**src/rtl/seg_scan_counter.sv**
```systemverilog
// rtl/seg_scan_counter.sv - Up/down BCD or hex counter with multiplexed 7-segment scan
module seg_scan_counter #(
  parameter int NDIG     = 4,
  parameter int BCD      = 1,
  parameter int STEP_DIV = 12000000,
  parameter int SCAN_DIV = 3000,
  parameter int BLANK    = 60
) (
  input  logic              CLK,
  input  logic              RST,
  input  logic              EN,
  input  logic              UP,
  input  logic              CLR,
  output logic [6:0]        SEG,
  output logic [NDIG-1:0]   COMM,
  output logic [4*NDIG-1:0] COUNT,
  output logic              WRAP,
  output logic [3:0]        DBG
);

  localparam int SW = $clog2(STEP_DIV);
  localparam int CW = $clog2(SCAN_DIV);
  localparam int IW = (NDIG > 1) ? $clog2(NDIG) : 1;

  localparam logic [3:0]    DMAX       = (BCD != 0) ? 4'd9 : 4'd15;
  localparam logic [SW-1:0] STEP_LAST  = SW'(STEP_DIV - 1);
  localparam logic [CW-1:0] SLOT_LAST  = CW'(SCAN_DIV - 1);
  localparam logic [CW-1:0] BLANK_LAST = CW'(BLANK - 1);
  localparam logic [IW-1:0] IDX_LAST   = IW'(NDIG - 1);

  typedef enum logic {BLANKING = 1'b0, DRIVE = 1'b1} state_t;

  logic [SW-1:0]     step_q;
  logic              tick;
  logic [4*NDIG-1:0] count_nxt;
  logic              chain_out;

  state_t            state_q, state_d;
  logic [CW-1:0]     slot_q, slot_d;
  logic [IW-1:0]     idx_q, idx_d;
  logic [NDIG-1:0]   comm_d;
  logic [6:0]        seg_d;
  logic [3:0]        digit;

  // Active-high segment patterns, bit 0 = a ... bit 6 = g
  function automatic logic [6:0] seg_decode(input logic [3:0] d);
    logic [6:0] s;
    case (d)
      4'h0: s = 7'b0111111;
      4'h1: s = 7'b0000110;
      4'h2: s = 7'b1011011;
      4'h3: s = 7'b1001111;
      4'h4: s = 7'b1100110;
      4'h5: s = 7'b1101101;
      4'h6: s = 7'b1111101;
      4'h7: s = 7'b0000111;
      4'h8: s = 7'b1111111;
      4'h9: s = 7'b1101111;
      4'hA: s = 7'b1110111;
      4'hB: s = 7'b1111100;
      4'hC: s = 7'b0111001;
      4'hD: s = 7'b1011110;
      4'hE: s = 7'b1111001;
      default: s = 7'b1110001;
    endcase
    // Non-decimal values cannot occur in BCD mode; show nothing if they do
    if ((BCD != 0) && (d > 4'd9)) s = 7'b0000000;
    return s;
  endfunction

  assign tick = (step_q == STEP_LAST);
  assign DBG  = COUNT[3:0];

  // Step prescaler: free-running, independent of EN and CLR
  always_ff @(posedge CLK) begin
    if (RST || tick) step_q <= '0;
    else             step_q <= step_q + SW'(1);
  end

  // Ripple carry/borrow chain across digits; chain_out flags a full wrap
  always_comb begin
    logic       c;
    logic [3:0] d;
    count_nxt = COUNT;
    c         = 1'b1;
    d         = 4'd0;
    for (int i = 0; i < NDIG; i++) begin
      d = COUNT[4*i +: 4];
      if (c) begin
        if (UP) begin
          if (d >= DMAX) begin
            count_nxt[4*i +: 4] = 4'd0;
          end else begin
            count_nxt[4*i +: 4] = d + 4'd1;
            c = 1'b0;
          end
        end else begin
          if (d == 4'd0) begin
            count_nxt[4*i +: 4] = DMAX;
          end else begin
            count_nxt[4*i +: 4] = d - 4'd1;
            c = 1'b0;
          end
        end
      end
    end
    chain_out = c;
  end

  // Count register and wrap pulse; CLR wins over a step and never flags a wrap
  always_ff @(posedge CLK) begin
    if (RST || CLR) begin
      COUNT <= '0;
      WRAP  <= 1'b0;
    end else if (tick && EN) begin
      COUNT <= count_nxt;
      WRAP  <= chain_out;
    end else begin
      WRAP  <= 1'b0;
    end
  end

  // Scan state, slot timer, digit index and registered display outputs
  always_ff @(posedge CLK) begin
    if (RST) begin
      state_q <= BLANKING;
      slot_q  <= '0;
      idx_q   <= '0;
      COMM    <= '1;
      SEG     <= 7'b0000000;
    end else begin
      state_q <= state_d;
      slot_q  <= slot_d;
      idx_q   <= idx_d;
      COMM    <= comm_d;
      SEG     <= seg_d;
    end
  end

  // Next scan state; outputs follow the upcoming state so they line up with the slot timer
  always_comb begin
    state_d = state_q;
    slot_d  = (slot_q == SLOT_LAST) ? '0 : slot_q + CW'(1);
    idx_d   = idx_q;
    comm_d  = '1;
    seg_d   = 7'b0000000;
    digit   = 4'd0;
    case (state_q)
      BLANKING: begin
        if (slot_q == BLANK_LAST) state_d = DRIVE;
      end
      DRIVE: begin
        if (slot_q == SLOT_LAST) begin
          state_d = BLANKING;
          idx_d   = (idx_q == IDX_LAST) ? '0 : idx_q + IW'(1);
        end
      end
      default: state_d = BLANKING;
    endcase
    for (int i = 0; i < NDIG; i++) begin
      if (idx_d == IW'(i)) digit = COUNT[4*i +: 4];
    end
    if (state_d == DRIVE) begin
      seg_d = seg_decode(digit);
      for (int i = 0; i < NDIG; i++) begin
        comm_d[i] = (idx_d != IW'(i));
      end
    end
  end

endmodule

```
**config.mk**
```make
export PLATFORM = sky130hd
export DESIGN_NAME = seg_scan_counter
export DESIGN_NICKNAME = d
export VERILOG_FILES = /design/src/rtl/seg_scan_counter.sv
export SDC_FILE = /design/constraint.sdc
export NUM_CORES = 1
export LEC_CHECK = 0
export BUFFER_PORTS_ARGS = -buffer_cell sky130_fd_sc_hd__buf_4
export CORE_MARGIN = 10
export CORE_UTILIZATION = 50
export DETAILED_ROUTE_END_ITERATION = 10
export PLACE_DENSITY = 0.69
export REMOVE_ABC_BUFFERS = 1
export SLEW_MARGIN = 0
export SYNTH_ARGS = -nofsm -noshare
export SYNTH_HDL_FRONTEND = slang
export SYNTH_SLANG_ARGS = --single-unit
```
**constraint.sdc**
```tcl
create_clock -name CLK -period 3.93 [get_ports CLK]
set_clock_uncertainty 0.2 [all_clocks]
set_input_delay 0.393 -clock CLK [delete_from_list [all_inputs] [get_ports CLK]]
set_output_delay 0.393 -clock CLK [all_outputs]
set_load 0.01 [all_outputs]
```
==> results.yml, run 1 <==
clock_tree:
  cts_tree: "done"
  clk_pin_slew_ns: 0.08
  cts_root_buffer: "clkbuf_8"
  clk_path_buf_depth: 2
  cts_resized: 0
  hold_buffers: 0
  htreeDepth: 3
  insertion_delay_ns: 0.35
  cts_setup_buffers: 0
  cts_sinks: 67
  numCtsBuffers: 9
layout:
  most-common-layout-cells: "dfxtp_1 (67), nor2_1 (60), buf_4 (41)"
  final_common_cell: "dfxtp_1"
  area_growth_pct: 12.6
  drive_gt1_frac: 0.156
  diodes: 0
  fill_cells: 692
  fin_area_sq_um: 4530
  final_nets: 553
  instances_no_fill: 633
  final_util: 0.583
drt:
  first_iter_violations: 291
  dr.pass1.iters: 5
  route.detailed.drc: 0
  drt-vias-per-instance: 5.68
  wl_per_cell_microns: 14.3
  antenna_left: 0
  wirelength_microns: 9070
  vias: 3596
grt:
  busiest_layer: "met2"
  grt_pass1_vias: 3263
  grt_max_degree: 38
  use_met2: 0.231
  antenna_found_initial: 0
  grt_first_pass_wirelength_microns: 15500
  grt.met1_usage: 0.220
  grt-ovfl-total: 0
  met3_usage: 0.0345
  grt.total_usage: 0.156
synth:
  synthXorXnorAreaFrac: 0.0697
  synthArstFlopShare: 0
  synth_top_family_by_area: "simple AND/OR/NAND/NOR gates"
  synth_cell_type_count: 67
  yosysWarnings: 0
  synth_adder_area_share: 0.0684
  synthFlopType: "dfxtp_1"
  synth_compound_area_frac: 0.202
  avgSynthCellArea_sq_um: 8.06
  synth_seq_cells: 67
  syn_area_sq_um: 4020
  ys_seq_area_frac: 0.333
  synthMuxAreaShare: 0.0187
  netlist_instances: 499
  synth_edf_count: 0
  synth-simple-area-share: 0.249
worst_setup_path:
  crit_family: "compound AO/OA/AOI/OAI gates"
  crit_path_max_fanout: 8
  slowest_stage: "or4b_4"
  worstSetupStartpointType: "flop"
  path_cells: "or4b_4, o41a_1, nor2_2, o21ai_0, a21oi_1, inv_1, ha_1, nor2_1, a21oi_2, o21ai_4, a311oi_1"
  slowest_delay_ns: 0.63
  crit_buf_inv: 1
  path_class: "flop to flop"
  critPathCaptureType: "flop"
  required_ns: 3.95
  arrival_ns: 3.59
pwr:
  seq_power_share: 0.515
  p_comb_frac: 0.032
  p_switching_uw: 337
  sw_frac_of_total: 0.252
  internal_power_uw: 1000
  ir_drop_mv: 0.204
  power_density_nw_per_um2: 295
  power_frac_clock: 0.454
  p_leak_uw: 0.00169
placement:
  preCtsSetupSlack_ns: 0.313
  dp_hpwl_microns: 6430
  port_buffers: 36
  gp_congestion: 0.878
  place_inst: 617
  dpl_cell_area_sq_um: 4320
floorplan:
  boundaryPins: 37
  start_util: 0.518
  rows: 32
  die_h_microns: 110
  die_x_microns: 110
  dieArea_sq_um: 12000
  core_area_sq_um: 7770
outcome:
  outcome: "complete, no violations"
timing:
  min_period_ns: 3.57
  setup_viol: 0
  fin_setup_tns_ns: 0
  slew_violations: 0
  tightest_slew_ns: 0.629
  slew_headroom: 0.577
  setup_slack_ns: 0.364
  finalHoldViolCount: 0
  rsz0062_at_grt: "no"
  fmaxAchievable_mhz: 280
  finalCritPeriodShare: 0.907
run:
  drv_cap: 0
worst_hold_path:
  min_path_type: "input pin to flop"
==> metal layers <==
layer / vias up / share of wire
li1: 1820 / -
met5: - / 0
met3: 10 / 0.065
met2: 103 / 0.44
met1: 1663 / 0.48
met4: 0 / 0.012
==> synthesized netlist by cell type, types with 4 or more instances <==
master | number | share of area
dfxtp_1 | 67 | 0.33
nor2_1 | 61 | 0.057
a21oi_1 | 37 | 0.046
nand2_1 | 35 | 0.033
o21ai_0 | 31 | 0.039
inv_1 | 25 | 0.023
nand3_1 | 25 | 0.031
ha_1 | 22 | 0.068
xor2_1 | 17 | 0.037
clkbuf_1 | 16 | 0.015
xnor2_1 | 15 | 0.033
nor3_1 | 14 | 0.017
and3_1 | 11 | 0.017
a31oi_1 | 10 | 0.016
nand4_1 | 9 | 0.014
nand2b_1 | 7 | 0.011
or3_1 | 7 | 0.011
a211oi_1 | 6 | 0.011
a311oi_1 | 5 | 0.011
nor4_1 | 5 | 0.0078
buf_4 | 4 | 0.0075
buf_6 | 4 | 0.011
==> per-stage QoR <==
stage	hold slack, ns	power, uW
final	0.100	1340
after global routing	0.0763	1390
after CTS	0.0856	1350
after detailed placement	0.237	746
after global placement	0.222	745
after floorplan	0.213	728
==> power by group through the flow <==
stage	registers [uW]	logic, uW	clock network (uW)
after floorplan	703	25.5	0
after global placement	703	41.4	0
after detailed placement	704	42.5	0
after CTS	688	42.7	619
after global routing	689	48.0	654
final	688	42.7	606
==> final cells by class <==
cell class / count / area (sq um) / share of cell area
multi-input combinational: 381 / 2450 / 0.540
sequential: 67 / 1340 / 0.296
timing repair buffer: 41 / 308 / 0.0680
tap: 102 / 128 / 0.0282
clock buffer: 9 / 124 / 0.0274
inverter: 26 / 97.6 / 0.0216
clock inverter: 7 / 82.6 / 0.0182
==> worst paths after layout <==
check	from	cells after the start	endpoint	slack [ns]
setup / recovery	slot_q[3]	11	SEG[4]	0.36
hold / removal	RST	2	step_q[2]	0.10
setup reg to reg	slot_q[3]	11	SEG[4]	0.36
hold reg to reg	step_q[0]	1	step_q[0]	0.25
==> worst register-to-register path: stages, from the launching register on <==
cell,delay [ns]
dfxtp_1,0.40
or4b_4,0.63
o41a_1,0.49
nor2_2,0.29
o21ai_0,0.12
a21oi_1,0.42
inv_1,0.17
ha_1,0.24
nor2_1,0.12
a21oi_2,0.06
o21ai_4,0.23
a311oi_1,0.08
==> cells by family after synthesis <==
family | after synthesis
buf+inv | 51
fa+ha+maj | 22
flops | 67
compound gates | 124
simple gates | 198
xor+xnor | 32
mux | 5
==> state kept, by name (all words and copies together), names as in the netlist <==
signal,flops
idx_q,2
COUNT,16
COMM,4
SEG,7
WRAP,1
step_q,24
state_q,1
slot_q,12
Power figures use the tool's default switching activity.
==> run 2: changes to the inputs <==
- clock period: 3.93 -> 4.45 ns (I/O delays scaled with it)
==> results.yml, run 2 (synthesized netlist as in run 1, its figures left out) <==
drt:
  route.detailed.drc: 0
  dr.pass1.iters: 4
  antenna_left: 0
  vias: 3553
  drt-vias-per-instance: 5.64
  wl_per_cell_microns: 14.4
  first_iter_violations: 183
  wirelength_microns: 9040
clock_tree:
  clk_path_buf_depth: 2
  cts_sinks: 67
  clk_pin_slew_ns: 0.08
  numCtsBuffers: 9
  cts_resized: 0
  cts_setup_buffers: 0
  cts_root_buffer: "clkbuf_8"
  cts_tree: "done"
  hold_buffers: 0
  insertion_delay_ns: 0.35
  htreeDepth: 3
layout:
  drive_gt1_frac: 0.150
  final_nets: 550
  largestRegisters: "step_q x24, COUNT x16, slot_q x12"
  fill_cells: 742
  diodes: 0
  seqCellArea_sq_um: 1340
  fin_area_sq_um: 4470
  instances_no_fill: 630
  regMostFlops: "step_q"
  multi_input_area_sq_um: 2440
  final_common_cell: "dfxtp_1"
  most-common-layout-cells: "dfxtp_1 (67), nor2_1 (61), buf_4 (38)"
  area_growth_pct: 11.0
  largest_reg_flops: 24
floorplan:
  core_area_sq_um: 7770
  dieArea_sq_um: 12000
  boundaryPins: 37
  rows: 32
  die_x_microns: 110
  die_h_microns: 110
  start_util: 0.518
timing:
  tightest_slew_ns: 0.571
  slew_headroom: 0.619
  finalCritPeriodShare: 0.830
  setup_viol: 0
  finalHoldViolCount: 0
  fin_setup_tns_ns: 0
  slew_violations: 0
  fmaxAchievable_mhz: 271
  rsz0062_at_grt: "no"
  setup_slack_ns: 0.757
  min_period_ns: 3.69
placement:
  dp_hpwl_microns: 6460
  gp_congestion: 0.873
  port_buffers: 36
  preCtsSetupSlack_ns: 0.761
  dpl_cell_area_sq_um: 4300
  place_inst: 614
grt:
  grt_first_pass_wirelength_microns: 15500
  busiest_layer: "met2"
  grt-ovfl-total: 0
  use_met2: 0.245
  grt.total_usage: 0.155
  grt_pass1_vias: 3330
  met3_usage: 0.0462
  grt_max_degree: 38
  antenna_found_initial: 0
  grt.met1_usage: 0.205
worst_hold_path:
  hold_start: "RST"
  min_delay_path_depth: 2
  hold_end: "step_q[2]"
  min_path_type: "input pin to flop"
pwr:
  ir_drop_mv: 0.148
  power_density_nw_per_um2: 244
  p_leak_uw: 0.00167
worst_setup_path:
  reg2reg_slack_ns: 0.76
  worstSetupStartpointType: "flop"
  timing.rr.end: "SEG[1]"
  path_class: "flop to flop"
  critPathCaptureType: "flop"
  cp_common_cell: "nor2_1"
  path_cells: "or4b_4, o41a_1, nor2_1, o21ai_0, a21oi_1, inv_1, ha_1, nor2_1, a21oi_2, o21ai_4, a221oi_1"
  slowest_delay_ns: 0.62
  slowest_stage: "or4b_4"
  r2r_cells: 11
  arrival_ns: 3.70
  worstReg2RegStart: "slot_q[3]"
  required_ns: 4.46
  crit_path_max_fanout: 8
outcome:
  outcome: "complete, no violations"
run:
  drv_cap: 0
-- run 2: worst max path at each step --
stage | start | endpoint | slack (ns)
floorplan | slot_q[3] | SEG[0] | 0.97
global placement | slot_q[3] | SEG[4] | 0.95
detailed placement | slot_q[3] | SEG[1] | 0.76
CTS | slot_q[3] | SEG[1] | 0.78
global route | slot_q[0] | SEG[1] | 0.37
finish | slot_q[3] | SEG[1] | 0.76
-- run 2: through the flow --
| step | hold WS [ns] | util | total power (uW) |
|---|---|---|---|
| 6_report | 0.154 | 0.575 | 1090 |
| 5_1_grt | 0.140 | 0.575 | 1130 |
| 4_1_cts | 0.136 | 0.575 | 1110 |
| 3_5_place_dp | 0.236 | 0.553 | 659 |
| 3_3_place_gp | 0.222 | 0.553 | 658 |
| 2_1_floorplan | 0.213 | - | 643 |
-- run 2: critical path, delay by kind of cell (launching register included) --
family	cells	cell delay [ns]
compound gates	6	1.40
simple gates	3	1.14
fa+ha+maj	1	0.25
flops	1	0.39
buf+inv	1	0.17
-- run 2: routing by layer --
layer	share of wire	up-vias
met4	0.0077	0
met2	0.45	61
met5	0	-
li1	-	1830
met1	0.50	1653
met3	0.048	9
-- run 2: power breakdown --
part | leakage [uW] | total, uW | internal (uW) | switching, uW
Sequential | 0.000541 | 607 | 604 | 3.66
Clock | 0.0000887 | 447 | 200 | 247
Combinational | 0.00104 | 37.4 | 12.3 | 25.1
-- run 2: area by class of cell --
cell class,count,share of cell area
Clock buffer,9,0.0277
Tap cell,102,0.0286
Multi-Input combinational cell,381,0.547
Inverter,26,0.0219
Clock inverter,7,0.0101
Sequential cell,67,0.300
Timing Repair Buffer,38,0.0639
==> run 3: changes to the inputs <==
- clock period: 4.45 -> 3.8 ns (I/O delays scaled with it)
==> results.yml, run 3 (synthesized netlist as in run 1, its figures left out) <==
layout:
  fin_area_sq_um: 4540
  fill_cells: 721
  most-common-layout-cells: "dfxtp_1 (67), nor2_1 (60), buf_4 (42)"
  largestRegisters: "step_q x24, COUNT x16, slot_q x12"
  final_nets: 554
  multi_input_area_sq_um: 2460
  final_common_cell: "dfxtp_1"
  area_growth_pct: 12.8
  instances_no_fill: 634
  drive_gt1_frac: 0.158
  largest_reg_flops: 24
  seqCellArea_sq_um: 1340
  final_util: 0.584
  diodes: 0
  regMostFlops: "step_q"
timing:
  setup_viol: 0
  finalCritPeriodShare: 0.904
  rsz0062_at_grt: "no"
  tightest_slew_ns: 0.571
  slew_headroom: 0.619
  min_period_ns: 3.43
  fmaxAchievable_mhz: 291
  slew_violations: 0
  fin_setup_tns_ns: 0
  finalHoldViolCount: 0
clock_tree:
  clk_pin_slew_ns: 0.08
  clk_path_buf_depth: 2
  cts_sinks: 67
  cts_root_buffer: "clkbuf_8"
  numCtsBuffers: 9
  cts_tree: "done"
  htreeDepth: 3
  insertion_delay_ns: 0.35
  cts_setup_buffers: 0
worst_setup_path:
  path_class: "flop to flop"
  cp.depth: 13
  crit_family: "compound AO/OA/AOI/OAI gates"
  timing.rr.end: "SEG[4]"
  critPathCaptureType: "flop"
  arrival_ns: 3.46
  slowest_delay_ns: 0.56
  reg2reg_slack_ns: 0.37
  crit_buf_inv: 2
  r2r_cells: 13
  path_cells: "ha_1, nand4_1, o41a_1, nor2_2, o21ai_0, a21oi_1, buf_4, inv_1, ha_1, nor2_1, a21oi_2, o21ai_4, a311oi_1"
  worstSetupEndpoint: "SEG[4]"
  cp_common_cell: "ha_1"
  crit_path_max_fanout: 8
  slowest_stage: "o41a_1"
  worstReg2RegStart: "slot_q[0]"
  startpoint: "slot_q[0]"
  worstSetupStartpointType: "flop"
  required_ns: 3.82
pwr:
  p_leak_uw: 0.00172
  ir_drop_mv: 0.186
  finalPower_uw: 1370
  power_density_nw_per_um2: 301
drt:
  antenna_left: 0
  first_iter_violations: 254
  route.detailed.drc: 0
  drt-vias-per-instance: 5.61
  wirelength_microns: 9190
  wl_per_cell_microns: 14.5
  dr.pass1.iters: 5
  vias: 3559
floorplan:
  dieArea_sq_um: 12000
  die_x_microns: 110
  core_area_sq_um: 7770
  boundaryPins: 37
  rows: 32
  start_util: 0.518
  die_h_microns: 110
grt:
  grt_first_pass_wirelength_microns: 15700
  grt_pass1_vias: 3326
  grt-ovfl-total: 0
  grt.total_usage: 0.157
  antenna_found_initial: 0
  grt_max_degree: 38
worst_hold_path:
  min_path_type: "input pin to flop"
placement:
  gp_congestion: 0.898
  place_inst: 618
  dpl_cell_area_sq_um: 4330
  port_buffers: 36
  dp_hpwl_microns: 6580
run:
  drv_cap: 0
outcome:
  outcome: "complete, no violations"
-- run 3: changes by cell type in the layout (fill, tap and decap cells not counted) --
cell / previous run / this run
buf_4: 38 / 42
bufinv_16: 0 / 1
clkinv_2: 4 / 2
clkinv_4: 2 / 0
inv_6: 0 / 3
nor2_1: 61 / 60
nor2_2: 0 / 1
nor4_2: 1 / 0
nor4_4: 0 / 1
-- run 3: repair_timing --
action	in CTS	in global routing
gates resized for setup	0	2
hold buffers	0	0
setup endpoints to repair	0	7
-- run 3: worst register-to-register path, stage by stage (launching register included) --
cell and delay (ns):
dfxtp_1 0.35, ha_1 0.24, nand4_1 0.40, o41a_1 0.56, nor2_2 0.30, o21ai_0 0.12
a21oi_1 0.15, buf_4 0.16, inv_1 0.08, ha_1 0.23, nor2_1 0.15, a21oi_2 0.06
o21ai_4 0.23, a311oi_1 0.09
-- run 3: final cells by class --
| cell class | count | area share |
|---|---|---|
| Sequential cell | 67 | 0.296 |
| Inverter | 26 | 0.0215 |
| Tap cell | 102 | 0.0281 |
| Clock buffer | 9 | 0.0273 |
| Multi-Input combinational cell | 381 | 0.542 |
| Clock inverter | 7 | 0.0163 |
| Timing Repair Buffer | 42 | 0.0695 |
-- run 3: power breakdown --
| group | internal [uW] | leakage [uW] | total (uW) | switching, uW |
|---|---|---|---|---|
| registers | 707 | 0.000541 | 711 | 4.43 |
| logic | 14.4 | 0.00107 | 43.5 | 29.1 |
| clock network | 308 | 0.000100 | 612 | 304 |
| total | 1030 | 0.00172 | 1370 | 338 |
-- run 3: metrics by stage --
step,setup slack (ns),hold WS [ns]
finish,0.366,0.0902
global route,0.0149,0.0892
CTS,0.343,0.0825
detailed placement,0.393,0.230
global placement,0.539,0.222
floorplan,0.319,0.213
-- run 3: how the worst min path moves through the flow --
stage          cells past startpoint        end  slack (ns)       from
6_report                           2  slot_q[2]        0.09        RST
3_5_place_dp                       1  slot_q[0]        0.23  slot_q[0]
3_3_place_gp                       1  slot_q[0]        0.22  slot_q[0]
4_1_cts                            2  slot_q[2]        0.08        RST
5_1_grt                            2  step_q[2]        0.09        RST
2_1_floorplan                      1  slot_q[0]        0.21  slot_q[0]
-- run 3: routing by layer --
layer | GRT usage | vias to the layer above | wire length (microns)
met4 | 0.0567 | 0 | 140
met5 | 0 | - | 0
met1 | 0.217 | 1628 | 4510
met3 | 0.0310 | 17 | 442
li1 | - | 1827 | -
met2 | 0.238 | 87 | 4100
